File: config.mk
export PLATFORM = sky130hd
export DESIGN_NAME = lcd_cmd_sched
export DESIGN_NICKNAME = d
export VERILOG_FILES = /design/src/rtl/lcd_cmd_sched.sv
export SDC_FILE = /design/constraint.sdc
export NUM_CORES = 1
export LEC_CHECK = 0
export ABC_AREA = 1
export CORE_UTILIZATION = 45
export CTS_CLUSTER_SIZE = 10
export DETAILED_ROUTE_END_ITERATION = 8
export DONT_BUFFER_PORTS = 1
export PLACE_DENSITY = 0.6
export SYNTH_ARGS = -nofsm -noshare
export SYNTH_HDL_FRONTEND = slang
export SYNTH_SLANG_ARGS = --single-unit
File: constraint.sdc
create_clock -name clk -period 2.4 [get_ports clk]
set_input_delay 0.48 -clock clk [delete_from_list [all_inputs] [get_ports clk]]
set_output_delay 0.48 -clock clk [all_outputs]
set_load 0.01 [all_outputs]
File: src/rtl/lcd_cmd_sched.sv
// Command scheduler for the LCD engine: queues host commands and issues them one at a time.
// Optional statistics counters are enabled with the LCD_SCHED_STATS_EN macro.
module lcd_cmd_sched #(
  parameter int         DEPTH = 8,
  parameter int         AW    = 3,
  parameter logic [3:0] NOP   = 4'hF
) (
  input  logic          clk,
  input  logic          reset,
  input  logic [3:0]    host_cmd,
  input  logic          host_valid,
  output logic          host_ready,
  output logic [3:0]    lcd_cmd,
  output logic          lcd_cmd_valid,
  input  logic          lcd_busy,
  input  logic          lcd_done,
  output logic [AW:0]   fifo_cnt,
  output logic          err_illegal,
  output logic          sched_done
`ifdef LCD_SCHED_STATS_EN
  ,
  output logic [15:0]   stat_issued,
  output logic [15:0]   stat_stall
`endif
);

  // Handshake: a host command transfers on any rising edge where host_valid
  // and host_ready are both high; host_ready is registered and never looks at host_valid.
  localparam logic [2:0] S_IDLE   = 3'd0;
  localparam logic [2:0] S_ISSUE  = 3'd1;
  localparam logic [2:0] S_GAP    = 3'd2;
  localparam logic [2:0] S_DRAIN  = 3'd3;
  localparam logic [2:0] S_FINISH = 3'd4;

  localparam logic [AW:0] FULL = (AW+1)'(DEPTH);

  logic [3:0]    mem_q [DEPTH];
  logic [AW-1:0] wr_ptr_q, wr_ptr_d;
  logic [AW-1:0] rd_ptr_q, rd_ptr_d;
  logic [AW:0]   cnt_q, cnt_d;
  logic [2:0]    state_q, state_d;
  logic          wr_seen_q, wr_seen_d;
  logic          host_ready_q, host_ready_d;
  logic [3:0]    lcd_cmd_q, lcd_cmd_d;
  logic          lcd_cmd_valid_q, lcd_cmd_valid_d;
  logic          err_illegal_q, err_illegal_d;
  logic          sched_done_q, sched_done_d;

  logic          accept;
  logic          legal;
  logic          push;
  logic          pop;
  logic [3:0]    head;

  assign head = mem_q[rd_ptr_q];

  always_comb begin
    state_d         = state_q;
    wr_ptr_d        = wr_ptr_q;
    rd_ptr_d        = rd_ptr_q;
    cnt_d           = cnt_q;
    wr_seen_d       = wr_seen_q;
    lcd_cmd_d       = NOP;
    lcd_cmd_valid_d = 1'b0;
    pop             = 1'b0;

    accept        = host_valid && host_ready_q;
    legal         = (host_cmd < 4'd12);
    push          = accept && legal && (cnt_q < FULL);
    err_illegal_d = accept && !legal;
    if (accept && (host_cmd == 4'd0)) begin
      wr_seen_d = 1'b1;
    end

    case (state_q)
      S_IDLE: begin
        if ((cnt_q != '0) && !lcd_busy) begin
          state_d         = S_ISSUE;
          lcd_cmd_d       = head;
          lcd_cmd_valid_d = 1'b1;
        end
      end
      S_ISSUE: begin
        pop     = 1'b1;
        state_d = (head == 4'd0) ? S_DRAIN : S_GAP;
      end
      S_GAP:    state_d = S_IDLE;
      S_DRAIN: begin
        if (lcd_done) begin
          state_d = S_FINISH;
        end
      end
      S_FINISH: state_d = S_FINISH;
      default:  state_d = S_IDLE;
    endcase

    if (push) begin
      wr_ptr_d = wr_ptr_q + 1'b1;
    end
    if (pop) begin
      rd_ptr_d = rd_ptr_q + 1'b1;
    end
    case ({push, pop})
      2'b10:   cnt_d = cnt_q + 1'b1;
      2'b01:   cnt_d = cnt_q - 1'b1;
      default: cnt_d = cnt_q;
    endcase

    // Ready is computed from next-cycle occupancy so a full FIFO or a seen WRITE blocks the very next cycle.
    host_ready_d = (cnt_d < FULL) && !wr_seen_d && (state_d != S_FINISH);
    sched_done_d = (state_d == S_FINISH);
  end

  always_ff @(posedge clk) begin
    if (push) begin
      mem_q[wr_ptr_q] <= host_cmd;
    end
  end

  always_ff @(posedge clk or posedge reset) begin
    if (reset) begin
      state_q         <= S_IDLE;
      wr_ptr_q        <= '0;
      rd_ptr_q        <= '0;
      cnt_q           <= '0;
      wr_seen_q       <= 1'b0;
      host_ready_q    <= 1'b0;
      lcd_cmd_q       <= NOP;
      lcd_cmd_valid_q <= 1'b0;
      err_illegal_q   <= 1'b0;
      sched_done_q    <= 1'b0;
    end else begin
      state_q         <= state_d;
      wr_ptr_q        <= wr_ptr_d;
      rd_ptr_q        <= rd_ptr_d;
      cnt_q           <= cnt_d;
      wr_seen_q       <= wr_seen_d;
      host_ready_q    <= host_ready_d;
      lcd_cmd_q       <= lcd_cmd_d;
      lcd_cmd_valid_q <= lcd_cmd_valid_d;
      err_illegal_q   <= err_illegal_d;
      sched_done_q    <= sched_done_d;
    end
  end

  assign host_ready    = host_ready_q;
  assign lcd_cmd       = lcd_cmd_q;
  assign lcd_cmd_valid = lcd_cmd_valid_q;
  assign fifo_cnt      = cnt_q;
  assign err_illegal   = err_illegal_q;
  assign sched_done    = sched_done_q;

`ifdef LCD_SCHED_STATS_EN
  logic [15:0] stat_issued_q, stat_issued_d;
  logic [15:0] stat_stall_q, stat_stall_d;

  always_comb begin
    stat_issued_d = stat_issued_q;
    stat_stall_d  = stat_stall_q;
    if ((state_q == S_ISSUE) && (stat_issued_q != 16'hFFFF)) begin
      stat_issued_d = stat_issued_q + 16'd1;
    end
    // A stall is an IDLE cycle where work is queued but the engine is busy.
    if ((state_q == S_IDLE) && (cnt_q != '0) && lcd_busy && (stat_stall_q != 16'hFFFF)) begin
      stat_stall_d = stat_stall_q + 16'd1;
    end
  end

  always_ff @(posedge clk or posedge reset) begin
    if (reset) begin
      stat_issued_q <= 16'd0;
      stat_stall_q  <= 16'd0;
    end else begin
      stat_issued_q <= stat_issued_d;
      stat_stall_q  <= stat_stall_d;
    end
  end

  assign stat_issued = stat_issued_q;
  assign stat_stall  = stat_stall_q;
`endif

endmodule

== Word-level counts from Yosys, hierarchy flattened ==
Memory sizes are Yosys's and may differ from the RTL's.
Index checks and enable logic that the tools add are counted.
Cells by class
  add/sub/neg operators: 4
  order comparisons: 3
  equality and inequality tests: 7
  mux-type cells: 13
  reduce and logical (&&, ||, !) cells: 15
Operators with widths (count)
  4-bit less-than comparator (second input constant): 3
  3-bit one-hot mux with 4 select lines: 1
  1-bit logical AND: 8
  4-bit zero test: 2
  4-bit 2-to-1 mux: 2
  4-bit one-hot mux with 2 select lines: 1
  1-bit 2-to-1 mux: 7
  3-bit by 1-bit adder with 3-bit output (second input constant): 2
  3-bit == test (second input constant): 2
  3-bit 2-to-1 mux: 2
  4-bit by 1-bit adder with 4-bit output (second input constant): 1
  4-bit nonzero test: 1
  4-bit by 1-bit subtractor with 4-bit output (second input constant): 1
  3-bit by 1-bit == test with 1-bit output (second input constant): 1
  3-bit by 2-bit == test with 1-bit output (second input constant): 1
  1-bit zero test: 3
  3-bit zero test: 1
  3-bit inequality test (second input constant): 1
  2-bit by 1-bit == test with 1-bit output (second input constant): 1
  2-bit == test (second input constant): 1
Storage, ports and cells
  flip-flop bits (word level): 22
  RAM bits: 32
  bits of input ports: 9
  output and inout bits: 12
  memories: 1
Memories
  mem_q: words 8, width 4, rd ports 1, clocked after Yosys merged registers in 0, wr ports 1, RTL line 37  | logic [3:0] mem_q [DEPTH];

== Logic depth before layout (Yosys ltp) ==
  depth in word-level cells: 8
  depth in mapped cells: 14
  gate-level depth less buffers: 14

== Least setup slack after synthesis ==
Ideal clock, no wire load.
  kind: input-to-reg
  start: in host_valid
  end: reg host_ready_q, in the netlist host_ready
  library setup time: 0.125 ns
  arrival time: 1.777 ns
  data required time: 2.275 ns
  setup slack: 0.499 ns
  stages on the path: 14
  buffers on the path: 0
  path through: nand2_1 inv_1 nand3_1 ha_1 ha_1 nand3_1 nand2_1 inv_1 nand2_1 nand2_1 nand2_1 nand2_1 nand3_1 nor2_1
Between the ends
  longest elaborated chain between the ends: 8
  elaborated cells between the ends (all ways): 12
  classes of those cells: order compare: 1; eq/ne: 2; mux: 2; reduce/logical: 7
RTL lines
  start: declaration: RTL line 11  | input logic host_valid,
  1-bit logical AND (*): RTL line 67  | accept = host_valid && host_ready_q;
  1-bit logical AND (2 in a row): RTL line 69  | push = accept && legal && (cnt_q < FULL);
  2-bit by 1-bit == test with 1-bit output / 2-bit == test (equally long branches): RTL line 103  | case ({push, pop})
  4-bit one-hot mux with 2 select lines: RTL line 103
  4-bit less-than comparator: RTL line 110  | host_ready_d = (cnt_d < FULL) && !wr_seen_d && (state_d != S_FINISH);
  1-bit logical AND (*) (2 in a row): RTL line 110
  net host_ready_d: RTL line 43  | logic host_ready_q, host_ready_d;
  end signal: assignment: RTL line 138  | host_ready_q <= host_ready_d;
  end: declaration: RTL line 43
Mark *: on every way through the listed nets, which the timed path passes. The rest lies on a longest branch.
A chain may end at the register's enable or synchronous reset.

== Final worst setup path ==
  start: reg host_ready_q, in the netlist host_ready
  end: reg host_ready_q, in the netlist host_ready
Between the ends
  longest elaborated chain between the ends: 8
  elaborated cells between the ends (all ways): 12
  classes of those cells: order compare: 1; eq/ne: 2; mux: 2; reduce/logical: 7
RTL lines (RTL line)
  1-bit logical AND (*): 67
  1-bit logical AND (2 in a row): 69
  2-bit by 1-bit == test with 1-bit output / 2-bit == test (equally long branches): 103
  4-bit one-hot mux with 2 select lines: 103
  4-bit less-than comparator: 110
  1-bit logical AND (*) (2 in a row): 110
  net host_ready_d: 43
Marks and branches as above.

==> summary.md <==
| Metric | Value |
|---|---|
| Synth cell count leaders | nand2_1 (75), inv_1 (38), edfxtp_1 (32) |
| TNS Setup | 0 ps |
| Final setup viols | 0 |
| CTS Buffer Depth | 2 |
| Vias in the first global route | 1476 |
| Setup CP Type | register to register |
| Core area | 5140 µm² |
| Grt total ovfl | 0 |
| Nets | 267 |
| Worst path max stage delay | 420 ps |
| Routability cong. | 0.769 |
| Post-synthesis sequential area ratio | 62.5% |
| DRC Markers | 0 |
| #FFs+latches synth | 54 |
| Overall power | 0.00287 W |
| Row cnt | 26 |
| Postcts setup bufs | 0 |
| Worst R2R End | host_ready |
| Design area | 2620 µm² |
| Status | complete, no violations |
| HP Class | input pin to async pin |
| CP Data Required Time | 2580 ps |
| All-Layer GR Usage | 17.8% |
| Register share of total power | 47.0% |
| Layout cells sized above 1 | 7.11% |
| Sequence of cells on the critical path | nand2_1 -> inv_1 -> nand3_1 -> ha_1 -> ha_1 -> nand3_1 -> nand2_1 -> inv_1 -> nand2_1 -> nand2_1 -> nand2_1 -> nand2_1 -> nand3_1 -> nor2_1 |
| Critical Path AT | 2200 ps |
| Async S/R FF share, synth | 40.7% |
| Part of the power in combinational logic | 28.6% |
| Peak VDD IR | 0.339 mV |
| Hold Buf Count CTS | 0 |
| Most used cell along the critical path | nand2_1 |
| Cells after Synth | 246 |
| Clock power frac | 24.4% |
| I/O pin cnt | 21 |
| Via-per-instance ratio | 4.70 |
| Area occupied by registers | 1520 µm² |
| Type of origin of the critical path | register |
| RSZ-0062 raised after global routing | false |
| Worst-Skew Late Latency | 300 ps |
| Max-cap viol count | 0 |
| Starting DRT DRC Count | 71 |
| Antenna violations before repair | 0 |
| Netlist cell types | 23 |
| CTS tree | built |
| Synth area leader | edfxtp_1 |
| Die width | 75.4 µm |
| Prevailing post-synth register cell | edfxtp_1 |
| Clock skew | 4.47 ps |
| Ant diodes | 0 |
| Slowest cell on the critical path | dfrtp_1 |
| CTS Sinks | 54 |
| Post-DRT Antenna Nets | 0 |
| FMAX | 496 MHz |
| PortBufs | 0 |
| Sw frac | 34.7% |
| Reg2reg start | host_ready |
| Power per cell area | 1090 nW/µm² |
| Synthesized Nets | 261 |
| NetSw | 0.000995 W |
| Cts repair resizes | 0 |
| Setup crit end kind | register |
| Most frequent cell after synthesis | nand2_1 |
| WL final | 4260 µm |
| Via count | 1517 |
| Synth warn | 0 |
| DP Wirelength | 3090 µm |
| Largest net degree at the start of global routing | 23 |
| Htree depth | 2 |
| Flop-to-flop setup slack | 380 ps |
| Placed cell areas | 2490 µm² |
| Initial core utilization | 47.2% |
| Global-route wire length before repair | 7230 µm |
| Root Buffer | clkbuf_8 |
| Least-Margin Pin Slew | 818 ps |
| Fillers | 502 |
| Slew HR | 45.4% |
| Cells taking the most area after synthesis | edfxtp_1 (40%), dfrtp_1 (19%), nand2_1 (12%) |
| Yosys top cell area share | 39.6% |
| Int Power | 0.00187 W |
| Number of synthesized flops with an enable pin | 32 |
| Die area | 5690 µm² |
| CTS buffer count | 5 |
| Pre-antenna DRT Iters | 4 |
| Area of the multi-input gates | 711 µm² |
| Minimum clock period | 2020 ps |
| Clock transition at the registers of the reported paths | 90 ps |
| R2r worst-path depth | 14 |
| WL/cell | 13.2 µm |
| Avg Synthesized Cell Area | 9.87 µm² |
| Max Slew Vio Count | 0 |
| Mapped cell area | 2430 µm² |
| Final Cycle Share | 84.0% |
| Die extent in y | 75.4 µm |
| Crit path max-delay family | simple AND/OR/NAND/NOR gates |
| Crit path max fanout | 5 |
| Final hold vios | 0 |
| Syn-to-layout area delta | 8.09% |
| Lkg Pwr | 1.20 nW |
| Buf/Inv on CP | 2 |
sequential cells by signal (all words and copies together) (netlist names):
signal         count
fifo_cnt           4
rd_ptr_q           3
mem_q             32
host_ready         1
err_illegal        1
wr_seen_q          1
wr_ptr_q           3
lcd_cmd_valid      1
sched_done         1
state_q            3
lcd_cmd            4
logic make-up after synthesis:
kind of cell    after synthesis  synth area share, %
buf+inv                      43                 8.25
compound gates               14                 3.09
xor+xnor                      6                 2.16
simple gates                123                 20.9
fa+ha+maj                     6                 3.09
flops                        54                 62.5
how the worst max path moves through the flow:
| stage | from | depth (start not counted) | end |
|---|---|---|---|
| after floorplan | host_valid | 14 | host_ready |
| after global placement | host_valid | 14 | host_ready |
| after detailed placement | host_valid | 14 | host_ready |
| after CTS | host_ready | 14 | host_ready |
| after global routing | host_ready | 14 | host_ready |
| final | host_ready | 14 | host_ready |
per-stage QoR:
stage | worst slack [ps] | cells | hold slack (ps) | util, %
floorplan | 499 | 246 | 429 | -
global placement | 394 | 315 | 448 | 48.5
detailed placement | 313 | 315 | 458 | 48.5
CTS | 349 | 323 | 249 | 51.0
global route | 144 | 323 | 246 | 51.0
finish | 384 | 323 | 216 | 51.0
cell type report:
cell class | instances | area share (%)
tap | 70 | 3.34
inverter | 39 | 5.87
sequential | 54 | 57.8
clock inverter | 3 | 2.43
timing repair buffer | 3 | 0.858
clock buffer | 5 | 2.62
multi-input combinational | 149 | 27.1
layer usage:
metal	wire, µm	GRT usage (%)
met1	2070	25.7
met2	1930	26.6
met3	190	4.37
met4	66	5.56
met5	0	0
placed cells by master, fill, tap and decap left out, types with 2 or more instances in the layout:
cell type  synthesis  final
buf_4              0      3
bufinv_16          0      2
clkbuf_8           0      5
dfrtp_1           18     18
dfstp_2            4      4
edfxtp_1          32     32
ha_1               6      6
inv_1             38     38
nand2_1           75     75
nand3_1           19     19
nor2_1            23     23
nor3_2             2      2
o211ai_1           2      2
o21ai_0            9      9
o21ai_1            2      2
xnor2_1            2      2
xor2_1             4      4
power groups by stage:
| stage | clock, W | combinational, W | sequential, W |
|---|---|---|---|
| 4_1_cts | 0.000714 | 0.000832 | 0.00135 |
| 2_1_floorplan | 0 | 0.000766 | 0.00127 |
| 5_1_grt | 0.000757 | 0.000960 | 0.00138 |
| 3_5_place_dp | 0 | 0.000828 | 0.00137 |
| 6_report | 0.000698 | 0.000821 | 0.00135 |
| 3_3_place_gp | 0 | 0.000820 | 0.00137 |
No activity file was read; power rests on OpenSTA's default activity.
